## src/rtl/mult_err_pkg.sv

```systemverilog
// Shared definitions for the multiplier error monitor: FSM states,
// default counter widths and the operand/product widths of the 8x8 multiplier.
package mult_err_pkg;

  localparam int CNT_W_DEF = 17;
  localparam int SUM_W_DEF = 32;
  localparam int OP_W      = 8;
  localparam int PROD_W    = 16;

  typedef enum logic [1:0] {
    IDLE,
    RUN,
    DRAIN,
    DONE
  } state_t;

endpackage

```

## src/rtl/mult_err_monitor_if.sv

```systemverilog
// Sample stream carrying operand/product triples from the multiplier under
// test into the monitor; the monitor is the slave and drives in_ready back.
interface mult_err_monitor_if;
  import mult_err_pkg::*;

  logic              in_valid;
  logic              in_ready;
  logic [OP_W-1:0]   op_a;
  logic [OP_W-1:0]   op_b;
  logic [PROD_W-1:0] prod_apx;

  modport master (
    output in_valid, op_a, op_b, prod_apx,
    input  in_ready
  );

  modport slave (
    input  in_valid, op_a, op_b, prod_apx,
    output in_ready
  );

endinterface

```

## src/rtl/mult_err_monitor_ed_unit.sv

```systemverilog
// Combinational arithmetic for the monitor: the exact 8x8 product of the
// incoming operands, and the absolute error distance between a registered
// exact product and the registered approximate product.
module ed_unit
  import mult_err_pkg::*;
(
  input  logic [OP_W-1:0]   op_a_i,
  input  logic [OP_W-1:0]   op_b_i,
  output logic [PROD_W-1:0] exact_o,
  input  logic [PROD_W-1:0] exact_i,
  input  logic [PROD_W-1:0] apx_i,
  output logic [PROD_W-1:0] ed_o
);

  logic signed [PROD_W:0] diff;
  logic signed [PROD_W:0] negDiff;

  assign exact_o = PROD_W'(op_a_i) * PROD_W'(op_b_i);

  // One extra bit keeps the difference of two unsigned 16-bit values exact,
  // so the magnitude always fits back into 16 bits.
  assign diff    = $signed({1'b0, exact_i}) - $signed({1'b0, apx_i});
  assign negDiff = -diff;
  assign ed_o    = diff[PROD_W] ? negDiff[PROD_W-1:0] : diff[PROD_W-1:0];

endmodule

```

## src/rtl/mult_err_monitor.sv

```systemverilog
// Error-statistics monitor for an approximate 8x8 multiplier. A run accepts
// cfg_num triples, pushes each through a two-stage pipeline (exact product,
// then error distance) and accumulates count, sum and maximum of the errors.
module mult_err_monitor
  import mult_err_pkg::*;
#(
  parameter int CNT_W = CNT_W_DEF,
  parameter int SUM_W = SUM_W_DEF
) (
  input  logic               clk,
  input  logic               rst_n,
  input  logic               start,
  input  logic [CNT_W-1:0]   cfg_num,
  mult_err_monitor_if.slave  in_if,
  output logic               busy,
  output logic               done,
  output logic [CNT_W-1:0]   err_cnt,
  output logic [SUM_W-1:0]   sum_ed,
  output logic [PROD_W-1:0]  max_ed,
  output logic [CNT_W-1:0]   smp_cnt
);

  localparam int SUM_EXT_W = (SUM_W > PROD_W) ? SUM_W + 1 : PROD_W + 1;

  state_t            state_q;
  logic              busy_q;
  logic              done_q;
  logic [CNT_W-1:0]  cfgNum_q;
  logic [CNT_W-1:0]  smpCnt_q;
  logic [CNT_W-1:0]  errCnt_q;
  logic [CNT_W-1:0]  errCnt_d;
  logic [SUM_W-1:0]  sumEd_q;
  logic [SUM_W-1:0]  sumEd_d;
  logic [PROD_W-1:0] maxEd_q;
  logic [PROD_W-1:0] maxEd_d;

  logic              s1Valid_q;
  logic [PROD_W-1:0] s1Exact_q;
  logic [PROD_W-1:0] s1Apx_q;
  logic              s2Valid_q;
  logic [PROD_W-1:0] s2Ed_q;

  logic              inReady;
  logic              xfer;
  logic              startAcc;
  logic              lastXfer;
  logic              drained;
  logic [PROD_W-1:0] exactNow;
  logic [PROD_W-1:0] edNow;
  logic [SUM_EXT_W-1:0] sumExt;

  ed_unit u_ed (
    .op_a_i  (in_if.op_a),
    .op_b_i  (in_if.op_b),
    .exact_o (exactNow),
    .exact_i (s1Exact_q),
    .apx_i   (s1Apx_q),
    .ed_o    (edNow)
  );

  // Ready depends only on state and progress so a source may wait on it.
  assign inReady        = (state_q == RUN) && (smpCnt_q < cfgNum_q);
  assign in_if.in_ready = inReady;
  assign xfer           = in_if.in_valid && inReady;
  assign startAcc       = start && (state_q == IDLE);
  assign lastXfer       = xfer && ((smpCnt_q + CNT_W'(1)) == cfgNum_q);
  assign drained        = !s1Valid_q && !s2Valid_q;

  // Run control: accept a start in IDLE, stop accepting after the last
  // sample, wait for the pipeline to empty, then pulse done for one cycle.
  always_ff @(posedge clk or negedge rst_n) begin
    if (!rst_n) begin
      state_q  <= IDLE;
      busy_q   <= 1'b0;
      done_q   <= 1'b0;
      cfgNum_q <= '0;
    end else begin
      done_q <= 1'b0;
      case (state_q)
        IDLE: begin
          if (start) begin
            cfgNum_q <= cfg_num;
            if (cfg_num == '0) begin
              state_q <= DONE;
              done_q  <= 1'b1;
            end else begin
              state_q <= RUN;
              busy_q  <= 1'b1;
            end
          end
        end
        RUN: begin
          if (lastXfer) begin
            state_q <= DRAIN;
          end
        end
        DRAIN: begin
          if (drained) begin
            state_q <= DONE;
            busy_q  <= 1'b0;
            done_q  <= 1'b1;
          end
        end
        DONE: begin
          state_q <= IDLE;
        end
        default: begin
          state_q <= IDLE;
          busy_q  <= 1'b0;
        end
      endcase
    end
  end

  // Two pipeline stages: exact product with its approximate partner, then
  // the error distance between them.
  always_ff @(posedge clk or negedge rst_n) begin
    if (!rst_n) begin
      s1Valid_q <= 1'b0;
      s1Exact_q <= '0;
      s1Apx_q   <= '0;
      s2Valid_q <= 1'b0;
      s2Ed_q    <= '0;
    end else if (startAcc) begin
      s1Valid_q <= 1'b0;
      s2Valid_q <= 1'b0;
    end else begin
      s1Valid_q <= xfer;
      if (xfer) begin
        s1Exact_q <= exactNow;
        s1Apx_q   <= in_if.prod_apx;
      end
      s2Valid_q <= s1Valid_q;
      if (s1Valid_q) begin
        s2Ed_q <= edNow;
      end
    end
  end

  // Next values of the error statistics for the sample leaving stage 2;
  // the sum clamps at all-ones instead of wrapping on narrow builds.
  always_comb begin
    errCnt_d = errCnt_q;
    if (s2Ed_q != '0) begin
      errCnt_d = errCnt_q + CNT_W'(1);
    end
    sumExt  = SUM_EXT_W'(sumEd_q) + SUM_EXT_W'(s2Ed_q);
    sumEd_d = sumExt[SUM_W-1:0];
    if (|sumExt[SUM_EXT_W-1:SUM_W]) begin
      sumEd_d = '1;
    end
    maxEd_d = (s2Ed_q > maxEd_q) ? s2Ed_q : maxEd_q;
  end

  // Statistics registers: cleared by an accepted start, sample count bumps
  // on the transfer itself, error figures on stage-2 output.
  always_ff @(posedge clk or negedge rst_n) begin
    if (!rst_n) begin
      smpCnt_q <= '0;
      errCnt_q <= '0;
      sumEd_q  <= '0;
      maxEd_q  <= '0;
    end else if (startAcc) begin
      smpCnt_q <= '0;
      errCnt_q <= '0;
      sumEd_q  <= '0;
      maxEd_q  <= '0;
    end else begin
      if (xfer) begin
        smpCnt_q <= smpCnt_q + CNT_W'(1);
      end
      if (s2Valid_q) begin
        errCnt_q <= errCnt_d;
        sumEd_q  <= sumEd_d;
        maxEd_q  <= maxEd_d;
      end
    end
  end

  assign busy    = busy_q;
  assign done    = done_q;
  assign err_cnt = errCnt_q;
  assign sum_ed  = sumEd_q;
  assign max_ed  = maxEd_q;
  assign smp_cnt = smpCnt_q;

endmodule
```

## src/flat_wrapper.sv

```systemverilog
// flat-port wrapper written by rule: the top's interface ports become plain ports
module mult_err_monitor_flat import mult_err_pkg::*;
#(
  parameter int CNT_W = CNT_W_DEF,
  parameter int SUM_W = SUM_W_DEF
)
  (clk, rst_n, start, cfg_num, busy, done, err_cnt, sum_ed, max_ed, smp_cnt, in_if_in_valid, in_if_op_a, in_if_op_b, in_if_prod_apx, in_if_in_ready);
  mult_err_monitor_if in_if_i ();
  input  logic clk;
  input  logic rst_n;
  input  logic start;
  input  logic [CNT_W-1:0] cfg_num;
  output logic busy;
  output logic done;
  output logic [CNT_W-1:0] err_cnt;
  output logic [SUM_W-1:0] sum_ed;
  output logic [PROD_W-1:0] max_ed;
  output logic [CNT_W-1:0] smp_cnt;
  input wire logic [$bits(in_if_i.in_valid)-1:0] in_if_in_valid;
  input wire logic [$bits(in_if_i.op_a)-1:0] in_if_op_a;
  input wire logic [$bits(in_if_i.op_b)-1:0] in_if_op_b;
  input wire logic [$bits(in_if_i.prod_apx)-1:0] in_if_prod_apx;
  output wire logic [$bits(in_if_i.in_ready)-1:0] in_if_in_ready;
  assign in_if_i.in_valid = in_if_in_valid;
  assign in_if_i.op_a = in_if_op_a;
  assign in_if_i.op_b = in_if_op_b;
  assign in_if_i.prod_apx = in_if_prod_apx;
  assign in_if_in_ready = in_if_i.in_ready;
  mult_err_monitor #(.CNT_W(CNT_W), .SUM_W(SUM_W)) u_core (.clk(clk), .rst_n(rst_n), .start(start), .cfg_num(cfg_num), .in_if(in_if_i), .busy(busy), .done(done), .err_cnt(err_cnt), .sum_ed(sum_ed), .max_ed(max_ed), .smp_cnt(smp_cnt));
endmodule
```

## config.mk

```make
export PLATFORM = sky130hd
export DESIGN_NAME = mult_err_monitor_flat
export DESIGN_NICKNAME = d
export VERILOG_FILES = /design/src/rtl/mult_err_pkg.sv /design/src/rtl/mult_err_monitor_if.sv /design/src/rtl/mult_err_monitor_ed_unit.sv /design/src/rtl/mult_err_monitor.sv /design/src/flat_wrapper.sv
export SDC_FILE = /design/constraint.sdc
export NUM_CORES = 1
export LEC_CHECK = 0
export CORE_ASPECT_RATIO = 0.6
export CORE_MARGIN = 2
export CORE_UTILIZATION = 41
export CTS_BUF_LIST = sky130_fd_sc_hd__clkbuf_4 sky130_fd_sc_hd__clkbuf_8
export DETAILED_ROUTE_END_ITERATION = 10
export HOLD_SLACK_MARGIN = 0.03
export PLACE_DENSITY_LB_ADDON = 0.05
export REMOVE_ABC_BUFFERS = 1
export SYNTH_ARGS = -nofsm -noshare
export SYNTH_HDL_FRONTEND = slang
export SYNTH_SLANG_ARGS = --single-unit
```

## constraint.sdc

```tcl
create_clock -name clk -period 8.99 [get_ports clk]
set_clock_uncertainty 0.15 [all_clocks]
set_input_delay 1.798 -clock clk [delete_from_list [all_inputs] [get_ports clk]]
set_output_delay 1.798 -clock clk [all_outputs]
set_load 0.03 [all_outputs]
```

# ---- Word-level counts from Yosys, hierarchy flattened
# Cells that the tools add are included.
dict set report word_totals {
  regBits 153
  elab_cells 79
  output_inout_bits 85
}
dict set report classes {
  n_mul 1
  reduce_logical 22
  eq_ne 8
  order_cmp 2
  muxes 27
  n_bitwise 1
  n_addsub 5
}
# op n
set ops {}
lappend ops {{32-bit 2-to-1 mux} 3}
lappend ops {{17-bit 2-to-1 mux} 5}
lappend ops {{16-bit 2-to-1 mux} 4}
lappend ops {{17-bit by 1-bit adder with 17-bit output (second input constant)} 2}
lappend ops {{32-bit by 16-bit adder with 33-bit output} 1}
lappend ops {{17-bit == test} 1}
lappend ops {{17-bit logical NOT} 1}
lappend ops {{17-bit less-than comparator} 1}
lappend ops {{16-bit by 16-bit subtractor with 17-bit output} 1}
lappend ops {{16-bit > comparator} 1}
lappend ops {{8-bit by 8-bit multiplier with 16-bit output} 1}
lappend ops {{16-bit negator} 1}
lappend ops {{16-bit nonzero test} 1}
lappend ops {{2-bit AND reduction} 5}
lappend ops {{2-bit nonzero test} 5}
lappend ops {{1-bit 2-to-1 mux} 8}
lappend ops {{2-bit 2-to-1 mux} 4}
lappend ops {{2-bit case mux with 4 select lines} 1}
lappend ops {{1-bit logical AND} 5}
lappend ops {{2-bit == test (second input constant)} 2}
lappend ops {{2-bit by 1-bit != test with 1-bit output (second input constant)} 2}
lappend ops {{2-bit != test (second input constant)} 2}
lappend ops {{1-bit case mux with 2 select lines} 2}
lappend ops {{4-bit AND reduction} 1}
lappend ops {{5 further kinds} 6}

# ---- Depth between registers and ports, before layout
# Gate-level depths: netlist (run 1).
dict set report depth {
  word_depth 6
  ltp_mapped 18
}

# ---- Modules after synthesis
# From an unflattened synthesis (run 1), not the netlist that was laid out.
dict set report unflattened {
  cells_unflattened 1283
  area_unflattened_um2 11747.5
}
# module seq_area_each_um2 instances cells_each area_each_um2
set by_module_without_submodules {}
lappend by_module_without_submodules {mult_err_monitor 3828.7 1 882 8563.2}
lappend by_module_without_submodules {ed_unit 0.0 1 401 3184.3}

# ---- Worst setup path after synthesis (run 1)
# No wires, ideal clock.
dict set report synth_path {
  path_type {input-to-reg}
  start {input port in_if_op_a[0]}
  end {register u_core.s1Exact_q[14]}
  path_slack_ps 3103
  setup_time_ps 135
  cell_stages 17
  arrival_time_ps 5602
  cell_sequence {nand2_1 > fa_1 > fa_1 > inv_1 > fa_1 > inv_1 > fa_1 > inv_1 > ha_1 > nor3_1 > nor2_1 > a31oi_1 > nor2b_1 > o21a_1 > o41ai_1 > xor2_1 > o21ai_0}
}
dict set report synth_between {
  elab_chain_cells 1
}
# element line
set synth_rtl {}
lappend synth_rtl {{from (decl)} flat_wrapper.sv:20} ;# input wire logic [$bits(in_if_i.op_a)-1:0] in_if_op_a;
lappend synth_rtl {{8-bit by 8-bit multiplier with 16-bit output} mult_err_monitor_ed_unit.sv:18} ;# assign exact_o = PROD_W'(op_a_i) * PROD_W'(op_b_i);
lappend synth_rtl {{to (signal assigned)} mult_err_monitor.sv:130} ;# s1Exact_q <= exactNow;
lappend synth_rtl {{to (decl)} mult_err_monitor.sv:38} ;# logic [PROD_W-1:0] s1Exact_q;
# Every way passes these cells.
# A chain may end at the register's enable or synchronous reset.

# ---- Worst setup path in the final report (run 1)
dict set report layout_path {
  start {input port in_if_op_a[0]}
  end {register u_core.s1Exact_q[15]}
}
# Same word-level chain as after synthesis.

==> flow_summary.json, run 1 <==
{
  "hp-class": "reg -> reg",
  "rsz0062_at_grt": "no",
  "cp.required_ns": 9.18,
  "syn-cell-area_sq_um": 11600,
  "regToRegEndpoint": "u_core.s1Apx_q[0]",
  "arrival_ns": 6.76,
  "hold_viol": 0,
  "pin_count": 138,
  "start_util": 0.419,
  "grt_antenna_before_repair": 0,
  "synthCells": 1272,
  "syn2layout_area_growth_pct": 18.2,
  "numClockSinks": 153,
  "grt_usage": 0.209,
  "ys.flop_type": "dfrtp_1",
  "place_congestion": 0.817,
  "nets": 1596,
  "dr_total_vias": 9413,
  "period_share": 0.731,
  "status": "finished, final reports clean",
  "portBuffers": 137,
  "clk_latency_ns": 0.50,
  "cp-startpoint": "in_if_op_a[0]",
  "seq_area_frac_synth": 0.330,
  "critPathCaptureType": "flip-flop",
  "wire_per_inst_microns": 16.9,
  "cts_hold_buf": 0,
  "fp.dieW_microns": 221,
  "final_max_slew_viol_count": 0,
  "ys_ff_latch": 153,
  "p_per_area_nw_per_um2": 333,
  "path_clk_slew_ns": 0.11,
  "cts_made_buffers": 17,
  "critPathLaunchType": "input port",
  "ant_nets": 0,
  "yosysWarnings": 0,
  "ir_worst_vdd_uv": 167,
  "core_area_sq_um": 27700,
  "dieArea_sq_um": 29700,
  "tightest_slew_ns": 1.12,
  "cts.htree.levels": 4,
  "grt_max_degree": 100,
  "drive_above_1_share": 0.0539,
  "cts_root_buf": "clkbuf_8",
  "netlist-cell-type-count": 69,
  "worstReg2RegStart": "u_core.smp_cnt[10]",
  "rrSetupSlack_ns": 4.99,
  "fin_tns_setup_ns": 0,
  "final-setup-viol-count": 0,
  "fp.dieH_microns": 134,
  "firstDrtPassIters": 4,
  "antenna_cells": 0,
  "rows": 47,
  "grt_first_pass_wirelength_microns": 49700,
  "async_reset_ff_frac": 1.00,
  "ctsResizeCount": 0,
  "n_fill_cell": 2664,
  "fmax_mhz": 152,
  "drt-total-wl_microns": 30000,
  "clock_path_buffers": 2,
  "grt_pass1_vias": 9003,
  "reg2reg_depth": 10,
  "cts_tree": "yes",
  "drtIter0Drc": 584,
  "synth.avg_cell_area_sq_um": 9.13,
  "cp_max_fo": 8,
  "slew_headroom": 0.255,
  "critPathKind": "in -> reg",
  "endpoint": "u_core.s1Exact_q[15]",
  "remaining_drc_errors": 0,
  "finalCriticalPeriod_ns": 6.57,
  "dp_hpwl_microns": 22600,
  "power.leakage_uw": 0.00638,
  "routed_via_density": 5.29,
  "overflow": 0,
  "cts_setup_buffers": 0,
  "synth_edf_count": 0,
  "cap_violations": 0,
  "post-route-util": 0.496
}
-- worst max-delay path: stages --
cell and delay, ns:
clkdlybuf4s50_1 0.59, and2_1 0.28, fa_1 0.45, fa_1 0.49
ha_1 0.29, inv_1 0.05, fa_1 0.52, inv_1 0.04
ha_1 0.33, nor2b_1 0.15, o21ai_0 0.16, nand2b_1 0.14
a2111oi_0 0.68, nor4_1 0.23, nor3_1 0.25, nor3_1 0.09
xnor2_1 0.14, o21ai_0 0.08
-- state kept, by name, summed over array words and instances (netlist names) --
signal / cells
u_core.s1Valid_q: 1
u_core.s1Exact_q: 16
u_core.s1Apx_q: 16
u_core.err_cnt: 17
u_core.busy: 1
u_core.max_ed: 16
u_core.cfgNum_q: 17
u_core.sum_ed: 32
u_core.smp_cnt: 17
u_core.state_q: 2
u_core.done: 1
u_core.s2Valid_q: 1
u_core.s2Ed_q: 16
-- power by group --
group | internal (uW) | switching [uW] | leakage, uW
clock network | 224 | 310 | 0.000184
registers | 914 | 208 | 0.00198
logic | 1250 | 1670 | 0.00422
total | 2390 | 2180 | 0.00638
-- placed cells by master, fill, tap and decap left out, types with 8 or more instances in the layout --
master,n
a211oi_1,15
a21o_1,27
a21oi_1,49
a31oi_1,27
and2_1,58
and3_1,21
buf_4,8
clkbuf_8,17
clkdlybuf4s50_1,136
dfrtp_1,153
fa_1,38
ha_1,107
inv_1,116
mux2_2,22
mux2i_1,22
nand2_1,105
nand3_1,28
nand4_1,23
nor2_1,90
nor2b_1,15
nor3_1,24
nor4_1,19
o21a_1,13
o21ai_0,81
xnor2_1,52
xor2_1,47
-- final cells by class --
type	instances	area (sq um)	area share
Clock inverter	15	141	0.0103
Clock buffer	17	234	0.0170
Inverter	116	435	0.0317
Timing Repair Buffer	145	1430	0.104
Multi-Input combinational cell	965	7210	0.525
Tap cell	367	459	0.0334
Sequential cell	153	3830	0.279
-- metal layers --
layer | wire length [microns] | up-vias | global-route usage
li1 | - | 4694 | -
met1 | 17300 | 4546 | 0.344
met2 | 11200 | 156 | 0.275
met3 | 1210 | 17 | 0.0372
met4 | 227 | 0 | 0.0425
met5 | 0 | - | 0
-- per-stage QoR --
| step | hold slack (ns) | area (sq um) | instances | total power (uW) | setup WS [ns] |
|---|---|---|---|---|---|
| 2_1_floorplan | 0.300 | 11500 | 1234 | 3270 | 3.06 |
| 3_3_place_gp | 0.322 | 13400 | 1746 | 4010 | 2.03 |
| 3_5_place_dp | 0.328 | 13400 | 1746 | 4040 | 1.91 |
| 4_1_cts | 0.354 | 13700 | 1778 | 4600 | 2.44 |
| 5_1_grt | 0.387 | 13700 | 1778 | 5020 | 2.07 |
| 6_report | 0.344 | 13700 | 1778 | 4580 | 2.42 |
-- worst min-delay path by stage --
| stage | end | slack, ns | startpoint | depth (start not counted) |
|---|---|---|---|---|
| after floorplan | u_core.cfgNum_q[0] | 0.30 | u_core.cfgNum_q[0] | 2 |
| after global placement | u_core.s1Exact_q[0] | 0.32 | u_core.s1Exact_q[0] | 2 |
| after detailed placement | u_core.s1Exact_q[0] | 0.33 | u_core.s1Exact_q[0] | 2 |
| after CTS | u_core.s1Exact_q[0] | 0.35 | u_core.s1Exact_q[0] | 2 |
| after global routing | u_core.s1Apx_q[5] | 0.39 | u_core.s1Apx_q[5] | 1 |
| final | u_core.s1Exact_q[0] | 0.34 | u_core.s1Exact_q[0] | 2 |
-- cells by family (layout without fill, tap and decap cells) --
kind of cell / after synthesis / in the layout / synth area share
AO/OA/AOI/OAI: 264 / 264 / 0.146
XOR/XNOR: 99 / 99 / 0.0746
adder cells (fa/ha/maj): 145 / 145 / 0.181
buffers and inverters: 154 / 293 / 0.0509
flip-flops: 153 / 153 / 0.330
multiplexers: 44 / 44 / 0.0403
AND/OR/NAND/NOR: 413 / 413 / 0.178
-- cell usage after synthesis, types with 3 or more instances --
cell | count | area share
o31ai_1 | 3 | 0.0019
a41o_1 | 3 | 0.0026
fa_1 | 38 | 0.065
nand4_1 | 23 | 0.012
a211oi_1 | 15 | 0.0097
and3_1 | 21 | 0.011
o21bai_1 | 6 | 0.0039
and4_1 | 4 | 0.0030
a21oi_1 | 49 | 0.021
ha_1 | 107 | 0.12
nand3_1 | 29 | 0.012
dfrtp_1 | 153 | 0.33
nor2b_1 | 15 | 0.0081
xnor2_1 | 52 | 0.039
a2111oi_0 | 3 | 0.0023
nor2_1 | 90 | 0.029
o21a_1 | 13 | 0.0084
a31oi_1 | 27 | 0.015
o211ai_1 | 4 | 0.0026
o21ai_1 | 3 | 0.0013
a21o_1 | 27 | 0.017
nand2_1 | 105 | 0.034
buf_1 | 3 | 0.00097
or3_1 | 6 | 0.0032
inv_1 | 116 | 0.037
o21ai_0 | 81 | 0.035
mux2_2 | 22 | 0.021
nor3_1 | 24 | 0.010
mux2i_1 | 22 | 0.019
a221oi_1 | 4 | 0.0030
nand2b_1 | 4 | 0.0022
xor2_1 | 47 | 0.035
or4_1 | 3 | 0.0019
nor4_1 | 19 | 0.010
nor3b_1 | 3 | 0.0019
and2_1 | 59 | 0.032
clkbuf_1 | 31 | 0.010
(Power assumes the default switching activity.)
==> run 2, diff against run 1 <==
==> constraint.sdc (replaced) <==
create_clock -name clk -period 5.8 [get_ports clk]
set_clock_uncertainty 0.15 [all_clocks]
set_input_delay 1.16 -clock clk [delete_from_list [all_inputs] [get_ports clk]]
set_output_delay 1.16 -clock clk [all_outputs]
set_load 0.03 [all_outputs]
==> run 2 against run 1 <==
Compared with the run above:
- combinational power rose by 59%
- critical path depth is 2 higher
- via count increased by 0.75%
- die area is the same
- routed wire length grew 0.48%
- utilization grew 1.1 points
- worst setup slack got worse by 2.2 ns
- global-route usage hardly changed
- power rose by 58%
- worst hold slack is essentially flat
- critical path type unchanged
==> flow_summary.json, run 2 (same netlist as run 1, synthesis figures left out) <==
{
  "slew_headroom": 0.263,
  "placed_area_sq_um": 13600,
  "clk_latency_ns": 0.48,
  "n_fill_cell": 2647,
  "hold_depth": 2,
  "rrSetupSlack_ns": 1.80,
  "critical_path.most_common_cell": "fa_1",
  "grt_usage": 0.209,
  "cts_root_buf": "clkbuf_8",
  "worstHoldEndpoint": "u_core.s1Exact_q[0]",
  "cpLargestDelayFamily": "adder cells",
  "pin_count": 138,
  "reg2reg_depth": 12,
  "nets": 1631,
  "core_area_sq_um": 27700,
  "cp_max_fo": 5,
  "start_util": 0.419,
  "largest_register_ffs": 32,
  "p_per_area_nw_per_um2": 514,
  "fp.dieH_microns": 134,
  "cap_violations": 0,
  "dr_total_vias": 9484,
  "drive_above_1_share": 0.0775,
  "fp.dieW_microns": 221,
  "path_cells": "clkdlybuf4s50_1, buf_4, and2_1, fa_1, fa_1, ha_1, inv_1, fa_1, inv_1, ha_1, nor2b_1, o21ai_0, nand2b_1, a2111oi_1, buf_4, nor4_2, nor3_1, nor3_1, xnor2_1, o21ai_0",
  "finalCriticalPeriod_ns": 5.56,
  "power.leakage_uw": 0.00661,
  "period_share": 0.958,
  "max_stage_delay_ns": 0.52,
  "final-setup-viol-count": 0,
  "critPathSlowestCell": "fa_1",
  "portBuffers": 137,
  "cts_made_buffers": 17,
  "drt-total-wl_microns": 30100,
  "crit_buf_inv": 5,
  "wire_per_inst_microns": 16.6,
  "ir_worst_vdd_uv": 298,
  "syn2layout_area_growth_pct": 20.9,
  "tightest_slew_ns": 1.11,
  "cts.htree.levels": 4,
  "layout_commonest_cell": "dfrtp_1",
  "cts_hold_buf": 0,
  "grt_pass1_vias": 8893,
  "remaining_drc_errors": 0,
  "antenna_cells": 0,
  "rows": 47,
  "critPathLaunchType": "input port",
  "critPathKind": "in -> reg",
  "clock_path_buffers": 2,
  "dp_slack_ns": -0.430,
  "rsz0062_at_grt": "no",
  "fmax_mhz": 180,
  "grt_first_pass_wirelength_microns": 49300,
  "hp-class": "reg -> reg",
  "critPathCaptureType": "flip-flop",
  "dp_hpwl_microns": 22800,
  "routed_via_density": 5.23,
  "overflow": 0,
  "grt_max_degree": 100,
  "final_cells": 1812,
  "cts_tree": "yes",
  "grt_antenna_before_repair": 0,
  "regToRegEndpoint": "u_core.sum_ed[31]",
  "worstReg2RegStart": "u_core.s2Ed_q[0]",
  "numClockSinks": 153,
  "status": "finished, final reports clean",
  "final_cell_mix": "dfrtp_1 (153), clkdlybuf4s50_1 (133), inv_1 (116)",
  "postLayoutSetupSlackWorst_ns": 0.241,
  "hold_start": "u_core.s1Exact_q[0]",
  "path_clk_slew_ns": 0.08,
  "place_inst": 1781,
  "final_cell_area_sq_um": 14000,
  "firstDrtPassIters": 5,
  "cp.required_ns": 5.98,
  "final_max_slew_viol_count": 0,
  "arrival_ns": 5.74,
  "dieArea_sq_um": 29700,
  "hold_viol": 0,
  "drtIter0Drc": 670,
  "place_congestion": 0.820,
  "ant_nets": 0
}
==> run 2: layout make-up <==
| cell class | count | area, sq um | share of cell area |
|---|---|---|---|
| clock buffer | 24 | 312 | 0.0222 |
| clock inverter | 7 | 91.3 | 0.00650 |
| inverter | 116 | 435 | 0.0310 |
| multi-input combinational | 965 | 7220 | 0.514 |
| sequential | 153 | 3830 | 0.273 |
| tap | 367 | 459 | 0.0327 |
| timing repair buffer | 180 | 1700 | 0.121 |
==> run 2: how the worst max path moves through the flow <==
stage | startpoint | endpoint | slack, ns | cells after the start
5_1_grt | in_if_op_a[1] | u_core.s1Exact_q[15] | 0.02 | 20
6_report | in_if_op_a[1] | u_core.s1Exact_q[15] | 0.24 | 20
2_1_floorplan | in_if_op_a[0] | u_core.s1Exact_q[14] | 0.51 | 17
3_5_place_dp | in_if_op_b[3] | u_core.s1Exact_q[15] | -0.43 | 18
4_1_cts | in_if_op_b[3] | u_core.s1Exact_q[15] | 0.11 | 18
3_3_place_gp | in_if_op_a[1] | u_core.s1Exact_q[15] | -0.32 | 20
==> run 2: report_power, final <==
| group | switching [uW] | internal, uW | leakage [uW] |
|---|---|---|---|
| Clock | 429 | 439 | 0.000209 |
| Sequential | 313 | 1420 | 0.00198 |
| Combinational | 2600 | 2030 | 0.00442 |
==> run 2: repair_timing <==
action | CTS | global route
resized for setup | 0 | 6
endpoints found under the setup margin | 0 | 2
setup buffers | 0 | 0
==> run 2: per-layer routing <==
| metal | wire (microns) | vias to the layer above | GRT usage |
|---|---|---|---|
| met4 | 178 | 0 | 0.0406 |
| met2 | 11300 | 174 | 0.270 |
| met1 | 17300 | 4531 | 0.347 |
| li1 | - | 4765 | - |
| met3 | 1310 | 14 | 0.0405 |
| met5 | 0 | - | 0 |
==> run 2: worst register-to-register path: stages, from the launching register on <==
cell,delay (ns)
dfrtp_1,0.46
ha_1,0.21
inv_1,0.06
fa_1,0.39
nor2b_1,0.14
o21a_1,0.14
o21bai_1,0.13
a21oi_1,0.25
nor2_1,0.10
o31a_1,0.43
or4_1,0.91
and4_1,0.33
a211oi_1,0.21
==> run 2: metrics by stage <==
step	util	power (uW)	hold WS, ns	setup TNS (ns)
4_1_cts	0.506	7260	0.347	0
6_report	0.507	7230	0.344	0
3_3_place_gp	0.492	6300	0.318	-1.07
3_5_place_dp	0.492	6340	0.327	-1.39
5_1_grt	0.507	7910	0.365	0
2_1_floorplan	-	5060	0.300	0
==> run 3, diff against run 2 <==
--- a/config.mk
+++ b/config.mk
@@ -11,7 +11,6 @@
 export CTS_BUF_LIST = sky130_fd_sc_hd__clkbuf_4 sky130_fd_sc_hd__clkbuf_8
 export DETAILED_ROUTE_END_ITERATION = 10
 export HOLD_SLACK_MARGIN = 0.03
-export PLACE_DENSITY_LB_ADDON = 0.05
 export REMOVE_ABC_BUFFERS = 1
 export SYNTH_ARGS = -nofsm -noshare
 export SYNTH_HDL_FRONTEND = slang
==> run 3 against run 2 <==
Compared with the run above:
- via count is 0.57% higher
- cell count decreased by 0.44%
- worst setup slack improved by 0.031 ns
- highest routed layer unchanged
- combinational power hardly changed
- power decreased by 0.58%
- sequential share of layout area is 0.10 points higher
- clock power is 2% lower
- clock-buffer cell count is the same
- critical endpoint is now u_core.s1Exact_q[14]
- sequential power about the same
==> flow_summary.json, run 3 (same netlist as run 1, synthesis figures left out) <==
{
  "status": "finished, final reports clean",
  "firstDrtPassIters": 8,
  "place_congestion": 0.827,
  "cp.required_ns": 5.97,
  "grt_pass1_vias": 8852,
  "dieArea_sq_um": 29700,
  "grt_antenna_before_repair": 0,
  "clock_path_buffers": 2,
  "hp-class": "reg -> reg",
  "fmax_mhz": 181,
  "dr_wl_met2_microns": 11100,
  "arrival_ns": 5.70,
  "slew_headroom": 0.215,
  "critPathKind": "in -> reg",
  "final_cell_area_sq_um": 14000,
  "power.leakage_uw": 0.00661,
  "period_share": 0.953,
  "path_clk_slew_ns": 0.08,
  "drt-total-wl_microns": 29000,
  "layout_commonest_cell": "dfrtp_1",
  "grt_first_pass_wirelength_microns": 47900,
  "cts.htree.levels": 4,
  "pin_count": 138,
  "drive_above_1_share": 0.0724,
  "dp_slack_ns": -0.468,
  "total_power_uw": 7180,
  "cts_made_buffers": 17,
  "numClockSinks": 153,
  "core_area_sq_um": 27700,
  "drtIter0Drc": 621,
  "p_per_area_nw_per_um2": 513,
  "largest_register_ffs": 32,
  "dp_hpwl_microns": 22300,
  "clk_latency_ns": 0.48,
  "fin_tns_setup_ns": 0,
  "whs_ns": 0.344,
  "grt_usage": 0.200,
  "final_cell_mix": "dfrtp_1 (153), clkdlybuf4s50_1 (128), inv_1 (116)",
  "wl_met1_microns": 16400,
  "critPathCaptureType": "flip-flop",
  "postLayoutSetupSlackWorst_ns": 0.272,
  "nets": 1622,
  "start_util": 0.419,
  "tightest_slew_ns": 1.16,
  "syn2layout_area_growth_pct": 20.5,
  "cts_hold_buf": 0,
  "cts_root_buf": "clkbuf_8",
  "remaining_drc_errors": 0,
  "critPathLaunchType": "input port",
  "final-setup-viol-count": 0,
  "cts_tree": "yes",
  "portBuffers": 137,
  "top_layer_used": "met4",
  "ir_worst_vdd_uv": 218,
  "met3_length_microns": 1300,
  "cap_violations": 0,
  "fp.dieH_microns": 134,
  "rsz0062_at_grt": "no",
  "overflow": 0,
  "final_max_slew_viol_count": 0,
  "hold_viol": 0,
  "placed_area_sq_um": 13600,
  "finalCriticalPeriod_ns": 5.53,
  "antenna_cells": 0,
  "ant_nets": 0,
  "grt_max_degree": 100,
  "routed_via_density": 5.29,
  "rows": 47,
  "wire_per_inst_microns": 16.1,
  "fp.dieW_microns": 221,
  "dr_total_vias": 9538,
  "cp_max_fo": 4
}
run 3: area by class of cell:
cell class	instances	area (sq um)
Fill cell	2701	13700
Multi-Input combinational cell	965	7220
Sequential cell	153	3830
Timing Repair Buffer	171	1650
Tap cell	367	459
Inverter	116	435
Clock buffer	24	312
Clock inverter	8	92.6
run 3: what timing repair did:
| action | CTS | global route |
|---|---|---|
| endpoints found under the setup margin | 0 | 3 |
| gates resized for setup | 0 | 11 |
| buffers inserted | 0 | 0 |
run 3: worst paths after layout:
kind / end / cells after the start / slack [ns] / startpoint
max reg2reg: u_core.sum_ed[31] / 12 / 1.86 / u_core.s2Ed_q[0]
max in group asynchronous: u_core.max_ed[13] / 2 / 3.90 / rst_n
min in group asynchronous: u_core.cfgNum_q[9] / 1 / 0.53 / rst_n
min reg2reg: u_core.s1Exact_q[9] / 2 / 0.34 / u_core.s1Exact_q[9]
max: u_core.s1Exact_q[14] / 18 / 0.27 / in_if_op_b[6]
min: u_core.s1Exact_q[9] / 2 / 0.34 / u_core.s1Exact_q[9]
run 3: metrics by stage:
stage                     utilization  cells
after global routing            0.505   1804
final                           0.505   1804
after floorplan                     -   1234
after global placement          0.489   1772
after detailed placement        0.489   1772
after CTS                       0.504   1804
run 3: report_power, final:
part | internal (uW) | switching [uW]
Sequential | 1420 | 313
Clock | 439 | 415
Combinational | 2000 | 2600
Total | 3860 | 3320
run 3: per-layer routing:
layer	global-route usage	up-vias
met1	0.333	4581
met2	0.259	188
met5	0	-
li1	-	4751
met4	0.0425	0
met3	0.0364	18
run 3: critical path: stages:
cell             delay [ns]
clkdlybuf4s50_1        0.58
nand2_1                0.10
fa_1                   0.50
fa_1                   0.55
inv_1                  0.06
fa_1                   0.52
inv_1                  0.05
fa_1                   0.54
inv_1                  0.04
ha_1                   0.32
nor3_1                 0.20
nor2_1                 0.06
a31oi_1                0.25
nor2b_1                0.08
o21a_1                 0.20
o41ai_2                0.23
xor2_1                 0.17
o21ai_0                0.09
